File: config.mk
export PLATFORM = sky130hd
export DESIGN_NAME = lsq_mem_ctrl
export DESIGN_NICKNAME = d
export VERILOG_FILES = /design/src/rtl/lsq_mem_ctrl_pkg.sv /design/src/rtl/lsq_mem_ctrl_mem_align.sv /design/src/rtl/lsq_mem_ctrl.sv
export SDC_FILE = /design/constraint.sdc
export NUM_CORES = 1
export LEC_CHECK = 0
export ABC_AREA = 1
export CAP_MARGIN = 20
export CORE_ASPECT_RATIO = 0.8
export CORE_MARGIN = 2
export CORE_UTILIZATION = 48
export DETAILED_ROUTE_END_ITERATION = 12
export PLACE_DENSITY_LB_ADDON = 0.2
export SLEW_MARGIN = 30
export SYNTH_ARGS = -nofsm -noshare
export SYNTH_HDL_FRONTEND = slang
export SYNTH_SLANG_ARGS = --single-unit
File: constraint.sdc
create_clock -name clk -period 2.8 [get_ports clk]
set_clock_uncertainty 0.05 [all_clocks]
set_input_delay 0.56 -clock clk [delete_from_list [all_inputs] [get_ports clk]]
set_output_delay 0.56 -clock clk [all_outputs]
set_load 0.01 [all_outputs]
File: src/rtl/lsq_mem_ctrl_pkg.sv
// ---------------------------------------------------------------------------
// rv32i_types : shared LSQ/ROB types, controller states, funct3 codes. Rev 1.0
// ---------------------------------------------------------------------------
`timescale 1ns/1ps
`default_nettype none

package rv32i_types;

  localparam int ROB_NUM_BITS  = 4;
  localparam int PHYS_REG_BITS = 6;

  typedef logic [ROB_NUM_BITS-1:0] rob_num_t;

  typedef struct packed {
    logic                     is_store;
    logic [2:0]               funct3;
    logic [31:0]              addr;
    logic [31:0]              wdata;
    rob_num_t                 rob_num;
    logic [PHYS_REG_BITS-1:0] pd;
  } lsq_entry_t;

  typedef enum logic [1:0] {
    IDLE        = 2'd0,
    WAIT_COMMIT = 2'd1,
    REQ         = 2'd2,
    DRAIN       = 2'd3
  } lsq_ctrl_state_t;

  localparam logic [2:0] LB  = 3'b000;
  localparam logic [2:0] LH  = 3'b001;
  localparam logic [2:0] LW  = 3'b010;
  localparam logic [2:0] LBU = 3'b100;
  localparam logic [2:0] LHU = 3'b101;
  localparam logic [2:0] SB  = 3'b000;
  localparam logic [2:0] SH  = 3'b001;
  localparam logic [2:0] SW  = 3'b010;

endpackage

`default_nettype wire

File: src/rtl/lsq_mem_ctrl_mem_align.sv
// ---------------------------------------------------------------------------
// mem_align : byte-lane masks, store-data shift and load extraction. Rev 1.0
// ---------------------------------------------------------------------------
`timescale 1ns/1ps
`default_nettype none

module mem_align
  import rv32i_types::*;
(
  input  logic [2:0]  funct3_i,
  input  logic [1:0]  offset_i,
  input  logic [31:0] wdata_i,
  input  logic [31:0] rdata_i,
  output logic [3:0]  mask_o,
  output logic [31:0] wdata_o,
  output logic [31:0] load_value_o
);

  logic [31:0] rdata_shifted;

  always_comb begin
    case (funct3_i[1:0])
      2'b00:   mask_o = 4'b0001 << offset_i;
      2'b01:   mask_o = 4'b0011 << offset_i;
      default: mask_o = 4'b1111;
    endcase
  end

  assign wdata_o       = wdata_i << {offset_i, 3'b000};
  assign rdata_shifted = rdata_i >> {offset_i, 3'b000};

  always_comb begin
    case (funct3_i)
      LB:      load_value_o = {{24{rdata_shifted[7]}},  rdata_shifted[7:0]};
      LH:      load_value_o = {{16{rdata_shifted[15]}}, rdata_shifted[15:0]};
      LBU:     load_value_o = {24'h0, rdata_shifted[7:0]};
      LHU:     load_value_o = {16'h0, rdata_shifted[15:0]};
      LW:      load_value_o = rdata_shifted;
      default: load_value_o = rdata_shifted;
    endcase
  end

endmodule

`default_nettype wire

File: src/rtl/lsq_mem_ctrl.sv
// ---------------------------------------------------------------------------
// lsq_mem_ctrl : sequences LSQ head entries onto the data-cache port. Rev 1.0
// ---------------------------------------------------------------------------
`timescale 1ns/1ps
`default_nettype none

module lsq_mem_ctrl
  import rv32i_types::*;
#(
  parameter int ROB_BITS  = ROB_NUM_BITS,
  parameter int PHYS_BITS = PHYS_REG_BITS
) (
  input  logic                 clk,
  input  logic                 rst,
  input  logic                 mispredict,
  input  logic                 lsq_empty,
  input  lsq_entry_t           head_entry,
  input  rob_num_t             rob_head,
  input  logic                 rob_head_valid,
  output logic                 lsq_pop,
  output logic [31:0]          dmem_addr,
  output logic [3:0]           dmem_rmask,
  output logic [3:0]           dmem_wmask,
  output logic [31:0]          dmem_wdata,
  input  logic [31:0]          dmem_rdata,
  input  logic                 dmem_resp,
  output logic                 cdb_valid,
  output logic [ROB_BITS-1:0]  cdb_rob,
  output logic [PHYS_BITS-1:0] cdb_pd,
  output logic [31:0]          cdb_value,
  output logic                 store_done
);

  lsq_ctrl_state_t state_q, state_d;
  lsq_entry_t      cur_q, cur_d;
  logic            flush_q, flush_d;

  logic                 cdb_valid_q;
  logic [ROB_BITS-1:0]  cdb_rob_q;
  logic [PHYS_BITS-1:0] cdb_pd_q;
  logic [31:0]          cdb_value_q;
  logic                 cdb_load;

  logic [3:0]  lane_mask;
  logic [31:0] lane_wdata;
  logic [31:0] load_value;

  mem_align u_mem_align (
    .funct3_i     (cur_q.funct3),
    .offset_i     (cur_q.addr[1:0]),
    .wdata_i      (cur_q.wdata),
    .rdata_i      (dmem_rdata),
    .mask_o       (lane_mask),
    .wdata_o      (lane_wdata),
    .load_value_o (load_value)
  );

  // The request is a pure function of cur_q, so it stays stable until resp.
  always_comb begin
    dmem_addr  = 32'h0;
    dmem_rmask = 4'h0;
    dmem_wmask = 4'h0;
    dmem_wdata = 32'h0;
    if (state_q == REQ || state_q == DRAIN) begin
      dmem_addr = {cur_q.addr[31:2], 2'b00};
      if (cur_q.is_store) begin
        dmem_wmask = lane_mask;
        dmem_wdata = lane_wdata;
      end else begin
        dmem_rmask = lane_mask;
      end
    end
  end

  always_comb begin
    state_d    = state_q;
    cur_d      = cur_q;
    flush_d    = flush_q;
    lsq_pop    = 1'b0;
    store_done = 1'b0;
    cdb_load   = 1'b0;
    case (state_q)
      IDLE: begin
        if (!mispredict && !lsq_empty) begin
          cur_d = head_entry;
          if (!head_entry.is_store ||
              (rob_head_valid && rob_head == head_entry.rob_num)) begin
            state_d = REQ;
          end else begin
            state_d = WAIT_COMMIT;
          end
        end
      end
      WAIT_COMMIT: begin
        if (mispredict) begin
          state_d = IDLE;
        end else if (rob_head_valid && rob_head == cur_q.rob_num) begin
          state_d = REQ;
        end
      end
      REQ: begin
        if (dmem_resp) begin
          state_d    = IDLE;
          flush_d    = 1'b0;
          lsq_pop    = !mispredict && !flush_q;
          store_done = cur_q.is_store;
          cdb_load   = !cur_q.is_store && !mispredict;
        end else if (mispredict) begin
          // A committed store must still land; only its queue pop is lost.
          if (cur_q.is_store) begin
            flush_d = 1'b1;
          end else begin
            state_d = DRAIN;
          end
        end
      end
      DRAIN: begin
        if (dmem_resp) begin
          state_d = IDLE;
        end
      end
      default: state_d = IDLE;
    endcase
  end

  always_ff @(posedge clk) begin
    if (rst) begin
      state_q     <= IDLE;
      cur_q       <= '0;
      flush_q     <= 1'b0;
      cdb_valid_q <= 1'b0;
      cdb_rob_q   <= '0;
      cdb_pd_q    <= '0;
      cdb_value_q <= 32'h0;
    end else begin
      state_q     <= state_d;
      cur_q       <= cur_d;
      flush_q     <= flush_d;
      cdb_valid_q <= cdb_load;
      if (cdb_load) begin
        cdb_rob_q   <= cur_q.rob_num;
        cdb_pd_q    <= cur_q.pd;
        cdb_value_q <= load_value;
      end
    end
  end

  assign cdb_valid = cdb_valid_q;
  assign cdb_rob   = cdb_rob_q;
  assign cdb_pd    = cdb_pd_q;
  assign cdb_value = cdb_value_q;

endmodule

`default_nettype wire

== Word-level counts from Yosys, hierarchy flattened ==
Index checks and enable logic that the tools add are counted.

* Register bits after elaboration: 124
* Bits of input ports: 120
* Output and inout bits: 117

* Equal/unequal tests: 14
* Shift operators: 4
* Multiplexer cells: 27
* Reduce and logical (&&, ||, !) cells: 20

{| class="wikitable"
|+ Operators by type and width
! cell !! count
|-
| $pmux 32 s4 || 1
|-
| $mux 32 || 3
|-
| $shl 32x5->32 || 1
|-
| $shr 32x5->32 || 1
|-
| $mux 2 || 8
|-
| $mux 4 || 4
|-
| $mux 1 || 9
|-
| $ne 3x3->1 const B || 3
|-
| $eq 4x4->1 || 2
|-
| $pmux 2 s4 || 1
|-
| $pmux 4 s2 || 1
|-
| $eq 3x3->1 const B || 2
|-
| $logic_and 1x1->1 || 5
|-
| $logic_not 1->1 || 5
|-
| $reduce_and 5->1 || 1
|-
| $eq 2x1->1 const B || 2
|-
| $eq 2x2->1 const B || 2
|-
| $logic_not 2->1 || 2
|-
| $ne 2x2->1 const B || 2
|-
| $reduce_bool 2->1 || 2
|-
| $shl 1x2->4 const A || 1
|-
| $shl 2x2->4 const A || 1
|-
| $eq 3x1->1 const B || 1
|-
| $logic_not 3->1 || 1
|-
| other kinds (3) || 4
|}

== Depth between registers and ports, before layout ==
* Word-level depth: 6
* Mapped depth: 11

== Hierarchy ==
Synthesis repeated with hierarchy kept, for this count alone.

* Cell total of the unflattened synthesis: 1011
* Area, all modules: 6381.1 µm²

{| class="wikitable"
|+ By module, submodules not included
! module !! times used !! cells each !! area each (µm²) !! seq. area each (µm²)
|-
| lsq_mem_ctrl || 1 || 740 || 5106.1 || 2482.4
|-
| mem_align || 1 || 271 || 1275.0 || 0.0
|}

== Least setup slack after synthesis ==
Ideal clock, no wire load.

* Path kind: flip-flop to output port
* From: reg cur_q[42] (netlist name)
* To: out dmem_wdata[16]
* Data arrival time: 1.275 ns
* Required time: 2.190 ns
* Path slack: 0.915 ns
* Cell stages (with the launch flop): 6
* Path buffers: 3
* Cells stage by stage: dfxtp_1 -> buf_6 -> buf_2 -> buf_2 -> nor2_1 -> o32ai_1

* Cells in the longest elaborated chain, start to end: 3

{| class="wikitable"
|+ Ends and longest elaborated chain
! element !! line !! RTL
|-
| start, declared || lsq_mem_ctrl.sv:35 || <nowiki>lsq_entry_t cur_q, cur_d;</nowiki>
|-
| start signal, assigned || lsq_mem_ctrl.sv:137 || <nowiki>cur_q <= cur_d;</nowiki>
|-
| $shl 32x5->32 || lsq_mem_ctrl_mem_align.sv:29 || <nowiki>assign wdata_o = wdata_i << {offset_i, 3'b000};</nowiki>
|-
| $mux 32 || lsq_mem_ctrl.sv:66 || <nowiki>if (cur_q.is_store) begin</nowiki>
|-
| $mux 32 || lsq_mem_ctrl.sv:64 || <nowiki>if (state_q == REQ || state_q == DRAIN) begin</nowiki>
|-
| end, declared || lsq_mem_ctrl.sv:24 || <nowiki>output logic [31:0] dmem_wdata,</nowiki>
|}

Every way passes these cells.

== Final worst setup path ==
* From: reg state_q[1]
* To: out lsq_pop

* Cells in the longest elaborated chain, start to end: 2

{| class="wikitable"
|+ Ends and longest elaborated chain
! element !! line !! RTL
|-
| start, declared || lsq_mem_ctrl.sv:34 || <nowiki>lsq_ctrl_state_t state_q, state_d;</nowiki>
|-
| start signal, assigned || lsq_mem_ctrl.sv:136 || <nowiki>state_q <= state_d;</nowiki>
|-
| $eq 2x2->1 || lsq_mem_ctrl.sv:82 || <nowiki>case (state_q)</nowiki>
|-
| $mux 1 || lsq_mem_ctrl.sv:82 ||
|-
| end, declared || lsq_mem_ctrl.sv:20 || <nowiki>output logic lsq_pop,</nowiki>
|}

Every way passes these cells.

==> run_results.csv <==
group,metric,value,unit
timing,finalMaxSlewViolations,0,
global_routing,initial_antenna_violation_count,1,
route,ant_nets,0,
finish,layout-drive-gt1-share,5.933,%
route,route.final.wire_length,18920,um
critical_path,endpoint_kind,"output pin",
floorplan,die_width,131.0,um
floorplan,dieArea,13830,um^2
placed_design,io_buffers,234,
clocking,postCtsHoldBufs,0,
critical_path,worstPathMaxFanout,35,
global_routing,grt_most_used_layer,"met2",
route,initialDrtViolationCount,493,
logic_synthesis,synth_seq_area_share,40.11,%
route,detail_route.wl_per_cell,14.14,um
timing,layout_setup_ws,0.1063,ns
route,routed_via_density,4.984,
floorplan,core,12730,um^2
logic_synthesis,synthesis.yosys.warnings,0,
finish,final_nets,1271,
critical_path,timing.critical_path.arrival,2.08,ns
placed_design,dp_worst_setup_slack,0.2085,ns
finish,fin_cells,1338,
clocking,cts_tree,"built",
placed_design,place_inst,1307,
logic_synthesis,synthesis.area_per_instance,6.557,um^2
timing,worst_case_headroom_to_the_max_slew_limit,63.13,%
global_routing,met2_usage,42.04,%
timing,fin_crit_sh,96.20,%
global_routing,grt_max_degree,62,
timing,hold_ws,0.4249,ns
clocking,cts-htree-levels,4,
pwr,ir_drop,411.0,uV
route,drc_errors,0,
global_routing,grt_util_all_layers,27.20,%
floorplan,start_util,48.62,%
logic_synthesis,ys_ff_latch,124,
clocking,clock-sinks,124,
timing,final.setup.tns,0,ns
global_routing,grt_pass1_wl,29580,um
critical_path,worst_setup_path_start_kind,"register",
clocking,cts_max_path_buffers,2,
timing,setup_viol_count_final,0,
finish,num_antenna_cells,0,
floorplan,rows,37,
placed_design,dpl.hpwl,13190,um
global_routing,vias_in_the_first_global_route,5929,
pwr,p_per_area,702.3,nW/um^2
clocking,cts_root_cell,"clkbuf_16",
global_routing,grt.overflow.total,0,
pwr,cellLeakagePower,0.004064,uW
clocking,cts-buffers-inserted,17,
floorplan,ioPinCount,237,
logic_synthesis,synthDistinctLibCells,32,
critical_path,required_arrival_time_at_the_worst_endpoint,2.19,ns
clocking,insertion_delay,0.40,ns
flow_run,drv_cap,0,
timing,transition_at_the_pin_with_the_smallest_max_transition_slack,0.5517,ns
logic_synthesis,synth.cell_area,6190,um^2
clocking,clk_pin_slew,0.06,ns
finish,syn2layout_area_growth,47.56,%
timing,max_clock_freq,0.3712,GHz
pwr,post_route_total_power,6415,uW
run_status,run_status,"completed",
global_routing,global_route.usage.met3,8.477,%
floorplan,die_h,105.6,um
timing,finalWorstPathRequiredPeriod,2.694,ns
global_routing,gr-usage-met1,36.23,%
logic_synthesis,syn-instance-count,944,
timing,rsz_0062_raised_after_global_routing,"false",
route,routed_via_count,6669,
placed_design,place.gp.congestion,0.9354,
critical_path,timing.setup.critical_path_class,"register to output pin",
timing,hold_viol_final,0,
worst_hold_path,worstHoldPathType,"register to register",
route,dr_pass1_iterations,6,
clocking,postCtsSetupBuffers,0,
## kinds of logic (layout without fill, tap and decap cells)
logic type	count (synthesis)	in the layout	share of synthesized area [%]
AOI/OAI and AO/OA	176	176	15.77
xor gates and xnor gates	2	2	0.2831
buffers and inverters	146	364	10.90
DFF	124	124	40.11
muxes	15	15	2.426
other	1	2	0.06058
and+or+nand+nor	480	480	30.46
## layout make-up
class	instances	area, um^2
Clock buffer	17	425.4
Clock inverter	14	121.4
Fill cell	1101	3597
Inverter	79	301.5
Multi-Input combinational cell	675	3042
Sequential cell	124	2487
Tap cell	175	219.0
Timing Repair Buffer	254	2537
## per-layer routing
layer / up-vias / wire, um
li1: 3395 / -
met1: 2966 / 8280
met2: 287 / 8582
met3: 19 / 1804
met4: 2 / 239
met5: - / 15
## registers in the layout, summed over array words and instances (netlist names)
register   count
cur_q         78
cdb_value     32
cdb_pd         6
cdb_rob        4
state_q        2
cdb_valid      1
flush_q        1
## worst max-delay path: stages, from the launching register on
cell	delay, ns
dfxtp_1	0.39
buf_12	0.21
inv_2	0.08
nor2_4	0.13
inv_1	0.05
nor4_1	0.19
clkdlybuf4s50_1	0.63
## report_power, final
group	internal (uW)	switching [uW]
clock network	1220	829
registers	2060	206
logic	897	1200
## stage by stage
| stage | area (um^2) | utilization [%] |
|---|---|---|
| after floorplan | 6193 | - |
| after detailed placement | 8581 | 67.40 |
| after global placement | 8581 | 67.40 |
| after CTS | 9110 | 71.56 |
| final | 9134 | 71.74 |
| after global routing | 9134 | 71.74 |
## repair_timing
action	4_1_cts	5_1_grt
gates resized for setup	18	8
setup endpoints to repair	16	22
pin swaps	0	0
## cell usage in the layout (no fill, tap or decap), drive strengths merged
cell	Yosys	layout
a31oi	1	1
nor2	313	313
nor4	1	1
inv	79	82
clkinvlp	0	3
buf	44	20
a22oi	1	1
xor2	2	2
clkbuf	23	17
nand3	34	34
a21oi	35	35
clkdlybuf4s50	0	217
o211ai	1	1
a21o	7	7
o21ai	114	114
dlymetal6s2s	0	1
dlygate4sd2	0	16
a211oi	1	1
bufinv	0	1
mux2i	15	15
o32ai	16	16
clkinv	0	7
nand2	129	129
conb	1	2
dfxtp	124	124
nor3	3	3
## worst paths after layout
path | start | end | slack, ns | depth (start not counted)
hold / removal | cur_q[4]$_SDFFE_PP0P_ | cur_q[4]$_SDFFE_PP0P_ | 0.42 | 2
setup / recovery | state_q[1]$_SDFFE_PP0P_ | lsq_pop | 0.11 | 6
setup reg to reg | cur_q[42]$_SDFFE_PP0P_ | cdb_value[29]$_SDFFE_PP0P_ | 0.70 | 10
hold reg to reg | cur_q[4]$_SDFFE_PP0P_ | cur_q[4]$_SDFFE_PP0P_ | 0.42 | 2
## Yosys cell counts (all sizes together)
cell type | count | area [um^2]
a31oi | 1 | 6.260
a21o | 7 | 52.55
clkbuf | 23 | 87.58
xor2 | 2 | 17.52
a21oi | 35 | 175.2
dfxtp | 124 | 2482
o211ai | 1 | 7.510
nor4 | 1 | 6.260
inv | 79 | 299.0
nand3 | 34 | 192.7
nor2 | 313 | 1185
mux2i | 15 | 150.1
nor3 | 3 | 15.01
o32ai | 16 | 140.1
nand2 | 129 | 486.7
conb | 1 | 3.750
o21ai | 114 | 574.3
a211oi | 1 | 7.510
a22oi | 1 | 12.51
buf | 44 | 287.8
No activity file was read; power rests on OpenSTA's default activity.
==> patch 1, RTL diff (same flow settings) <==
`ROB_NUM_BITS`: 4 -> 6.
--- a/src/rtl/lsq_mem_ctrl_pkg.sv
+++ b/src/rtl/lsq_mem_ctrl_pkg.sv
@@ -7,5 +7,5 @@
 package rv32i_types;
 
-  localparam int ROB_NUM_BITS  = 4;
+  localparam int ROB_NUM_BITS  = 6;
   localparam int PHYS_REG_BITS = 6;
 
Interface: changed (resized cdb_rob, head_entry and rob_head); port bits go from 237 to 243. The function was not compared with the original's and may differ.
==> patch 1 against the original RTL <==
  * Synthesized area grew 2.1%
  * Clock power grew 13%
  * Hold slack is essentially flat
  * Setup slack gained 5.4 ps
  * Wire length grew 2.3%
  * Sequential cell count grew 4
  * Critical endpoint is now dmem_rmask[0]
  * Total power shrank 4.7%
  * Die area grew 2.0%
  * Design area grew 3.7%
==> patch 1: results (changes against the original RTL) <==
[routing]
drt_pass1_iterations = 5  ; was 6
wirelength_um = 19400  ; was 18,900 um
num_vias = 6810  ; was 6,669
initialDrtViolationCount = 666  ; was 493

[logic_synthesis]
synth_area_leaders = dfxtp_1 (41%), nor2_1 (17%), o21ai_0 (11%), inv_1 (5.8%), nand2_1 (5.5%)  ; was dfxtp_1 (40%), nor2_1 (19%), o21ai_0 (9.1%), nand2_1 (7.8%), inv_1 (4.5%)
yosysSeqAreaShare_pct = 40.6  ; was 40.1%
async_flop_share_pct = 0  ; unchanged
ys.warnings.count = 0  ; unchanged
yosys-top-cells-count = nor2_1 (280), o21ai_0 (142), dfxtp_1 (128)  ; was nor2_1 (311), nand2_1 (128), dfxtp_1 (124)
ys_types = 35  ; was 32

[global_routing]
grt_max_degree = 56  ; was 62
grt_pass1_vias = 6015  ; was 5,929
grt_pass1_wl_um = 30200  ; was 29,600 um
gr-usage-all-layers_pct = 26.8  ; was 27.2%

[hold_path]
hp-class = reg2reg  ; unchanged

[worst_setup_path]
worst_path_max_delay_cell = clkdlybuf4s50_1  ; unchanged
cp_max_fo = 32  ; was 35
cpPeakStageDelay_ps = 580  ; was 630 ps

[power_and_ir_drop]
p_leak_nw = 4.35  ; was 4.06 nW
ir_drop_v = 0.000492  ; was 0.000411 V

[place]
place_area_um2 = 8800  ; was 8580 um2
place_ws_ps = 234  ; was 209 ps
io_buffers = 240  ; was 234
dp_hpwl_um = 13900  ; was 13,200 um
routabilityCongestion = 0.925  ; was 0.935

[cts]
clk_pin_slew_worst_paths_ps = 60  ; about the same
clock_path_buffers = 2  ; unchanged
cts_buffers = 17  ; unchanged
cts-htree-levels = 4  ; unchanged
clock_latency_ps = 420  ; was 400 ps

[cells_and_area]
final_layout_size_suffix_gt1_share_pct = 6.54  ; was 5.93%
largest_reg_flops = 80  ; was 78
fin_nets = 1290  ; was 1,271

[run_status]
status = finished clean  ; unchanged

patch 1: tightest hold or removal path: stages, from the launching register on:
cell	delay, ps
dfxtp_1	320
nor2_1	40
nor2_1	80
patch 1: logic make-up (layout without fill, tap and decap cells):
kind of cell	Yosys count	in the layout	synth area share, %
flops	128	128	40.6
simple gates	403	403	25.2
buf+inv	172	399	12.0
mux	8	8	1.27
xor+xnor	2	2	0.277
other cells	1	3	0.0594
compound gates	236	236	20.7
patch 1: through the flow:
step | instances | hold slack (ps) | setup TNS (ps)
floorplan | 951 | 400 | 0
global placement | 1322 | 406 | 0
detailed placement | 1322 | 417 | 0
CTS | 1353 | 430 | -39.0
global route | 1354 | 452 | 0
finish | 1354 | 424 | 0
patch 1: worst paths after layout:
check,from,end,slack (ps),cells past startpoint
setup / recovery,state_q[1],dmem_rmask[0],110,6
hold / removal,cur_q[2],cur_q[2],420,2
setup reg to reg,cur_q[44],cdb_value[18],570,11
hold reg to reg,cur_q[2],cur_q[2],420,2
patch 1: layout make-up:
| type | count | area (um2) |
|---|---|---|
| inverters | 107 | 407 |
| fillers | 1119 | 3400 |
| flip-flops and latches | 128 | 2570 |
| multi-input cells | 651 | 3010 |
| clock buffers | 17 | 425 |
| well taps | 175 | 219 |
| clock inverters | 14 | 190 |
| repair buffers | 261 | 2650 |
| diodes | 1 | 2.50 |
patch 1: what timing repair did:
item | 4_1_cts | 5_1_grt
setup endpoints to repair | 20 | 17
gates resized for setup | 7 | 16
cloned | 0 | 0
hold endpoints to repair | 0 | 0
patch 1: report_power, final:
part,switching [mW],total (mW),internal (mW)
Sequential,0.173,2.24,2.06
Clock,0.835,2.32,1.48
Combinational,0.883,1.56,0.678
Total,1.89,6.11,4.22
patch 1: per-layer routing:
layer  vias to the layer above  routed length [um]  track usage (%)
li1                       3466                   -                -
met1                      3078                8500             35.2
met2                       237                9090             43.3
met3                        29                1440             6.67
met4                         0                 324             9.37
met5                         -                   0                0
==> patch 2, RTL diff (config.mk and constraints unchanged) <==
Made on the original files. Re-encode `lsq_ctrl_state_t` (4 states) as one-hot, 4 bits wide.
--- a/src/rtl/lsq_mem_ctrl_pkg.sv
+++ b/src/rtl/lsq_mem_ctrl_pkg.sv
@@ -21,9 +21,9 @@
   } lsq_entry_t;
 
-  typedef enum logic [1:0] {
-    IDLE        = 2'd0,
-    WAIT_COMMIT = 2'd1,
-    REQ         = 2'd2,
-    DRAIN       = 2'd3
+  typedef enum logic [3:0] {
+    IDLE        = 4'b0001,
+    WAIT_COMMIT = 4'b0010,
+    REQ         = 4'b0100,
+    DRAIN       = 4'b1000
   } lsq_ctrl_state_t;
 
Formal check against the unedited RTL: no difference found for any inputs over 4 cycles, from zero or initial values and one cycle with rst high; so few cycles prove little.
==> patch 2 against the original RTL <==
  * Wire length is 13% higher
  * Sequential cell count grew 2
  * Synthesized area is 3.8% higher
  * Combinational power increased by 2%
  * Via count grew 8.6%
  * Setup slack worse by 36 ps
  * Design area rose by 4.2%
  * Highest routed layer unchanged
  * Count of clock-buffer cells in the layout is 3 higher
  * Total power is 4.1% higher
  * Largest cell class unchanged
==> patch 2: results (changes against the original RTL) <==
[logic_synthesis]
yosys-top-cells-count = nor2_1 (205), nand2_1 (181), o21ai_0 (129)  ; was nor2_1 (311), nand2_1 (128), dfxtp_1 (124)
ys.warnings.count = 0  ; unchanged
ys_types = 31  ; was 32
yosysSeqAreaShare_pct = 39.3  ; was 40.1%
synth_area_leaders = dfxtp_1 (39%), nor2_1 (12%), nand2_1 (11%), o21ai_0 (10%), nor3_1 (6.2%)  ; was dfxtp_1 (40%), nor2_1 (19%), o21ai_0 (9.1%), nand2_1 (7.8%), inv_1 (4.5%)

[routing]
wl_met2_um = 9490  ; was 8580 um
route.met3.wl_um = 2040  ; was 1800 um
wl_met1_um = 9590  ; was 8280 um
highest_layer = met5  ; unchanged
wirelength_um = 21300  ; was 18,900 um
drt_pass1_iterations = 7  ; was 6
routed_via_density = 5.23  ; was 4.98

[place]
dp_hpwl_um = 14600  ; was 13,200 um
routabilityCongestion = 0.938  ; was 0.935
place_area_um2 = 8830  ; was 8580 um2

[power_and_ir_drop]
p_comb_mw = 2.15  ; was 2.10 mW
p_leak_nw = 4.18  ; was 4.06 nW
pwr-share-seq_pct = 34.0  ; was 35.3%

[worst_setup_path]
worstPathArrival_ps = 2120  ; was 2080 ps
cpPeakStageDelay_ps = 560  ; was 630 ps
cp_max_fo = 5  ; was 35

[cells_and_area]
nFillCells = 1073  ; was 1,101
fin_nets = 1318  ; was 1,271
final_layout_size_suffix_gt1_share_pct = 7.35  ; was 5.93%

[global_routing]
gr-usage-all-layers_pct = 29.0  ; was 27.2%
grt_max_degree = 107  ; was 62
grt_pass1_vias = 6408  ; was 5,929

[run_status]
status = finished clean  ; unchanged

[sta]
tightest_slew_ps = 853  ; was 552 ps

patch 2: cell families (layout without fill, tap and decap cells):
group	count (synthesis)	in the layout	share of synthesized area [%]
multiplexers	1	1	0.156
other	1	2	0.0584
AND/OR/NAND/NOR	505	505	32.9
XOR/XNOR	2	2	0.273
flip-flops	126	126	39.3
AO/OA/AOI/OAI	205	205	17.4
buffers and inverters	151	370	9.95
patch 2: layout make-up:
class	instances	share of cell area (%)
clock buffer	20	4.69
clock inverter	12	1.71
multi-input combinational	715	34.5
tap	175	2.30
sequential	126	26.5
timing repair buffer	260	27.1
inverter	78	3.13
patch 2: what timing repair did:
action / in CTS / in global routing
gates resized for setup: 39 / 41
buffers inserted: 1 / 7
endpoints found under the setup margin: 38 / 35
patch 2: layer usage:
metal	global-route usage, %	vias up
met5	0	-
met4	6.76	2
met3	7.86	22
met2	43.9	336
met1	41.3	3257
li1	-	3627
patch 2: metrics by stage:
stage	setup WS (ps)	setup TNS, ps	power (mW)	instances
floorplan	823	0	3.71	992
global placement	137	0	4.37	1346
detailed placement	65.7	0	4.40	1346
CTS	-11.7	-33.3	6.66	1379
global route	-34.3	-66.8	7.06	1386
finish	69.9	0	6.68	1386
patch 2: worst reg2reg max path: stages (launching register included):
cell	delay (ps)
dfxtp_2	350
buf_4	290
buf_4	390
nand2_1	90
and2_1	200
o21ai_2	210
nand2_4	140
nand2_4	180
nor2_1	70
nor2_1	100
patch 2: final timing paths:
check / endpoint / from / slack [ps] / cells past startpoint
setup / recovery: lsq_pop / dmem_resp / 70 / 6
hold / removal: cdb_rob[1] / cdb_rob[1] / 410 / 2
setup reg to reg: cdb_value[27] / cur_q[42] / 660 / 9
hold reg to reg: cdb_rob[1] / cdb_rob[1] / 410 / 2
